--- config.mk ---
export PLATFORM = sky130hd
export DESIGN_NAME = mul_issue_queue
export DESIGN_NICKNAME = d
export VERILOG_FILES = /design/src/rtl/mul_pkg.sv /design/src/rtl/mul_op_fifo.sv /design/src/rtl/mul_issue_queue.sv
export SDC_FILE = /design/constraint.sdc
export NUM_CORES = 1
export LEC_CHECK = 0
export ABC_AREA = 1
export CAP_MARGIN = 25
export CORE_UTILIZATION = 51
export CTS_BUF_LIST = sky130_fd_sc_hd__clkbuf_16
export DETAILED_ROUTE_END_ITERATION = 10
export GPL_ROUTABILITY_DRIVEN = 0
export PLACE_DENSITY = 0.76
export SYNTH_ARGS = -nofsm -noshare
export SYNTH_HDL_FRONTEND = slang
export SYNTH_SLANG_ARGS = --single-unit
--- constraint.sdc ---
create_clock -name clk -period 4.4 [get_ports clk]
set_clock_uncertainty 0.1 [all_clocks]
set_input_delay 0.88 -clock clk [delete_from_list [all_inputs] [get_ports clk]]
set_output_delay 0.88 -clock clk [all_outputs]
set_load 0.05 [all_outputs]
--- src/rtl/mul_pkg.sv ---
`default_nettype none
// +----------------------------------------------------------------------+
// | mul_pkg : shared types and constants for the MUL operand issue path  |
// | Rev 1.0                                                              |
// +----------------------------------------------------------------------+
package mul_pkg;

  localparam int WIDTH_LOG = 2;
  localparam int WIDTH     = 1 << WIDTH_LOG;
  localparam int OUT_WIDTH = 2 * WIDTH;

  typedef enum logic [1:0] {
    IDLE  = 2'd0,
    ISSUE = 2'd1,
    WAIT  = 2'd2
  } mul_issue_state_t;

  typedef struct packed {
    logic [WIDTH-1:0] a;
    logic [WIDTH-1:0] b;
  } mul_op_t;

endpackage
`default_nettype wire

--- src/rtl/mul_op_fifo.sv ---
`default_nettype none
// +----------------------------------------------------------------------+
// | mul_op_fifo : synchronous FIFO of MUL operand pairs                   |
// | Rev 1.0                                                              |
// +----------------------------------------------------------------------+
module mul_op_fifo
  import mul_pkg::*;
#(
  parameter int DEPTH_LOG = 2
) (
  input  logic               clk,
  input  logic               rst_n,
  input  logic               i_push,
  input  logic               i_pop,
  input  mul_op_t            i_wdata,
  output mul_op_t            o_rdata,
  output logic               o_full,
  output logic               o_empty,
  output logic [DEPTH_LOG:0] o_level
);

  localparam int C_DEPTH = 1 << DEPTH_LOG;

  mul_op_t              r_mem [C_DEPTH];
  logic [DEPTH_LOG:0]   r_wr_ptr;
  logic [DEPTH_LOG:0]   r_rd_ptr;

  // Extra pointer bit distinguishes full from empty when the indices match.
  assign o_empty = (r_wr_ptr == r_rd_ptr);
  assign o_full  = (r_wr_ptr[DEPTH_LOG] != r_rd_ptr[DEPTH_LOG]) &&
                   (r_wr_ptr[DEPTH_LOG-1:0] == r_rd_ptr[DEPTH_LOG-1:0]);
  assign o_level = r_wr_ptr - r_rd_ptr;
  assign o_rdata = r_mem[r_rd_ptr[DEPTH_LOG-1:0]];

  always_ff @(posedge clk) begin
    if (i_push) begin
      r_mem[r_wr_ptr[DEPTH_LOG-1:0]] <= i_wdata;
    end
  end

  always_ff @(posedge clk or negedge rst_n) begin
    if (!rst_n) begin
      r_wr_ptr <= '0;
      r_rd_ptr <= '0;
    end else begin
      if (i_push) r_wr_ptr <= r_wr_ptr + 1'b1;
      if (i_pop)  r_rd_ptr <= r_rd_ptr + 1'b1;
    end
  end

endmodule
`default_nettype wire

--- src/rtl/mul_issue_queue.sv ---
`default_nettype none
// +----------------------------------------------------------------------+
// | mul_issue_queue : buffers operand pairs and issues them to the MUL    |
// | one at a time. Optional WAIT watchdog: MUL_ISSUE_TIMEOUT_EN           |
// | Rev 1.0                                                              |
// +----------------------------------------------------------------------+
module mul_issue_queue
  import mul_pkg::*;
#(
  parameter int WIDTH     = mul_pkg::WIDTH,
  parameter int DEPTH_LOG = 2,
  parameter int TIMEOUT   = 16
) (
  input  logic               clk,
  input  logic               rst_n,
  input  logic               req_valid,
  output logic               req_ready,
  input  logic [WIDTH-1:0]   req_a,
  input  logic [WIDTH-1:0]   req_b,
  output logic               mul_in_valid,
  output logic [WIDTH-1:0]   mul_a,
  output logic [WIDTH-1:0]   mul_b,
  input  logic               mul_done,
  output logic [DEPTH_LOG:0] level,
  output logic               timeout_err
);

  mul_issue_state_t r_state;
  logic             r_in_valid;
  logic [WIDTH-1:0] r_a;
  logic [WIDTH-1:0] r_b;
  logic             r_timeout_err;

  logic    w_full;
  logic    w_empty;
  logic    w_push;
  logic    w_pop;
  logic    w_timeout;
  mul_op_t w_head;
  mul_op_t w_wdata;

  assign w_push    = req_valid && !w_full;
  assign w_wdata.a = req_a;
  assign w_wdata.b = req_b;

  mul_op_fifo #(
    .DEPTH_LOG (DEPTH_LOG)
  ) u_fifo (
    .clk     (clk),
    .rst_n   (rst_n),
    .i_push  (w_push),
    .i_pop   (w_pop),
    .i_wdata (w_wdata),
    .o_rdata (w_head),
    .o_full  (w_full),
    .o_empty (w_empty),
    .o_level (level)
  );

`ifdef MUL_ISSUE_TIMEOUT_EN
  localparam int                 C_CNT_W    = $clog2(TIMEOUT + 1);
  localparam logic [C_CNT_W-1:0] C_TMO_LAST = C_CNT_W'(TIMEOUT - 1);

  logic [C_CNT_W-1:0] r_wait_cnt;

  always_ff @(posedge clk or negedge rst_n) begin
    if (!rst_n) begin
      r_wait_cnt <= '0;
    end else if (r_state == ISSUE) begin
      r_wait_cnt <= '0;
    end else if (r_state == WAIT && r_wait_cnt != '1) begin
      r_wait_cnt <= r_wait_cnt + 1'b1;
    end
  end
`endif

  // Head leaves the queue only when the outstanding op retires; done beats timeout.
  always_comb begin
    w_pop     = 1'b0;
    w_timeout = 1'b0;
    if (r_state == WAIT) begin
      if (mul_done) begin
        w_pop = 1'b1;
      end
`ifdef MUL_ISSUE_TIMEOUT_EN
      else if (r_wait_cnt == C_TMO_LAST) begin
        w_pop     = 1'b1;
        w_timeout = 1'b1;
      end
`endif
    end
  end

  always_ff @(posedge clk or negedge rst_n) begin
    if (!rst_n) begin
      r_state       <= IDLE;
      r_in_valid    <= 1'b0;
      r_a           <= '0;
      r_b           <= '0;
      r_timeout_err <= 1'b0;
    end else begin
      r_in_valid    <= 1'b0;
      r_timeout_err <= w_timeout;
      case (r_state)
        IDLE: begin
          if (!w_empty) begin
            r_state    <= ISSUE;
            r_in_valid <= 1'b1;
            r_a        <= w_head.a;
            r_b        <= w_head.b;
          end
        end
        ISSUE:   r_state <= WAIT;
        WAIT:    if (w_pop) r_state <= IDLE;
        default: r_state <= IDLE;
      endcase
    end
  end

  assign req_ready    = !w_full;
  assign mul_in_valid = r_in_valid;
  assign mul_a        = r_a;
  assign mul_b        = r_b;
  assign timeout_err  = r_timeout_err;

endmodule
`default_nettype wire
==> impl_results.md <==
* Critical path type: flip-flop to output port
* CTS tree: done
* First-pass GRT wire length at 6.42 mm
* Resized cells post-CTS at 0
* Tcrit/Tclk final at 80.7%
* Core Area at 4060 µm²
* Clock slew at reported path FFs at 0.07 ns
* Hold Crit Class: flip-flop to flip-flop
* Worst setup path startpoint: u_fifo.r_rd_ptr[0]
* CTS Sinks at 49
* WL per Instance at 13.0 µm
* Share of cells above drive strength 1 at 7.00%
* R2R depth at 7
* Full die area at 4570 µm²
* Clock latency on the worst-skew pair at 0.28 ns
* Fin crit period at 3.55 ns
* Starting density of the core at 54.1%
* Row Count at 23
* WP data required at 3.42 ns
* Fin. Hold Viols at 0
* Vias in the first global route at 1408
* Initial DRC count at 61
* Worst-Margin Slew at 0.858 ns
* Worst slack, placed at 1.16 ns
* Synthesized area per cell at 10.2 µm²
* Async SR Flop Fraction at 34.7%
* DPL Wire Length at 2.51 mm
* Pin count of the biggest net entering global routing at 20
* Total of max-cap violations at 0
* Final WS setup at 0.851 ns
* Crit-path max FO at 19
* Final setup viols at 0
* Synthesis Warnings at 0
* Syn_nets at 236
* WP data arrival at 2.57 ns
* Post-route cell area at 2650 µm²
* Seq/Total Area, Yosys at 63.1%
* Hold_buf cts at 0
* DIE WIDTH at 67.6 µm
* Post-layout util at 65.2%
* Synth Cell Area at 2200 µm²
* Initial DRT Pass Iterations at 4
* Unrepaired setup endpoints after global routing: no
* Number of buffers added for setup after CTS at 0
* I/O pin count at 26
* Netlist cell types at 23
* IO Port Bufs at 24
* Post-Place Cell Area at 2460 µm²
* Slew Viols, Final at 0
* Post-synth top area share at 43.7%
* Max Freq at 0.282 GHz
* Root buffer cell: clkbuf_16
* DRC Markers at 0
* Dominant synthesized flop cell: edfxtp_1
* Startpoint Class: flip-flop
* Critical R2R Launch: u_fifo.r_rd_ptr[1]
* Post-DR vias/cell at 4.76
* Rel. slew slack at 42.6%
* # fillers at 322
* Status: finished, final reports clean
* Total global-route track usage at 20.5%
* Die H at 67.6 µm
* Worst-case clock buffer depth at 2
* Crit Reg-Reg Endpoint: u_fifo.r_mem[0][3]
* Cts bufs inserted at 5
* Nature of the critical path endpoint: output port
* Area contributors post-synth: edfxtp_1 (44%), dfrtp_1 (19%), nand2_1 (15%), inv_1 (4.8%), ha_1 (4.0%)
* Area delta synth->final at 20.5%
* CTS H-tree depth at 2
* Cell taking the most area after synthesis: edfxtp_1
* Reg2reg setup slack at 1.69 ns
* Worst setup path endpoint: level[2]
* Nets at 262
* Post-Route WL at 3.81 mm
* Total gr overflow at 0
* Ant diodes at 0
* Initial antenna violation count at 0
* Register bit count reported by yosys at 49
* Post-route antenna net violation count at 0
* Gate Count Post-Synth at 216
* Total Neg Setup Slack at 0 ns
* Post-synth EDFFs at 32
* Via Count at 1396
## worst min path at each step
stage	start	to	depth (start not counted)
floorplan	u_fifo.r_wr_ptr[0]	u_fifo.r_wr_ptr[0]	2
global placement	mul_b[2]	mul_b[2]	2
detailed placement	mul_b[0]	mul_b[0]	2
CTS	mul_a[0]	mul_a[0]	2
global route	mul_b[3]	mul_b[3]	2
finish	mul_a[0]	mul_a[0]	2
## stage by stage
| step | instances | hold WS (ns) |
|---|---|---|
| floorplan | 216 | 0.397 |
| CTS | 293 | 0.383 |
| global route | 293 | 0.403 |
| finish | 293 | 0.377 |
| detailed placement | 285 | 0.369 |
| global placement | 285 | 0.363 |
## worst max-delay path, stage by stage, from the launching register on
cell and delay (ns):
dfrtp_1 0.60, ha_1 0.33, fa_1 0.38, xnor2_1 0.16
clkdlybuf4s50_1 0.81
## logic make-up after synthesis
group	synth area share (%)
AOI/OAI and AO/OA	1.54
xor gates and xnor gates	1.59
adders and majority gates	4.90
buffers and inverters	7.46
DFF	63.1
other	0.171
and+or+nand+nor	21.2
## sequential cells by signal (all words and copies together), names as in the netlist
signal	count
u_fifo.r_rd_ptr	3
mul_b	4
u_fifo.r_wr_ptr	3
r_state	2
mul_a	4
u_fifo.r_mem	32
mul_in_valid	1
## layout by cell type, fill, tap and decap left out, drive strengths merged
master,netlist,routed
a21oi,3,3
bufinv,0,2
clkbuf,0,5
clkdlybuf4s50,0,24
clkinv,1,2
conb,1,1
dfrtp,17,17
edfxtp,32,32
fa,1,1
ha,7,7
inv,30,30
nand2,93,93
nand3,13,13
nand4,1,1
nor2,7,7
o21a,1,1
xnor2,1,1
xor2,3,3
## layer usage
layer	vias to the layer above	share of wire, %	track usage (%)
met4	0	1.2	8.51
met3	6	3.9	6.08
met2	28	53	35.6
met5	-	0	0
met1	641	42	23.1
li1	721	-	-
## cell usage after synthesis, types with 2 or more instances
cell,number
inv_1,28
nor2_1,7
edfxtp_1,32
xor2_1,3
nand2_2,3
dfrtp_1,17
a21oi_1,2
buf_6,2
ha_1,7
nand3_1,12
inv_2,2
nand2_1,89
buf_4,2
## layout make-up
class	instances	area (µm²)	area share, %
clock buffers	5	125	4.73
inverters	31	121	4.58
multi-input cells	131	647	24.4
clock inverters	3	65.1	2.46
flip-flops and latches	49	1390	52.4
repair buffers	24	240	9.07
well taps	50	62.6	2.36
Power is not shown: default switching activity piles up to over one toggle a cycle in this logic, so the estimate is an artifact.
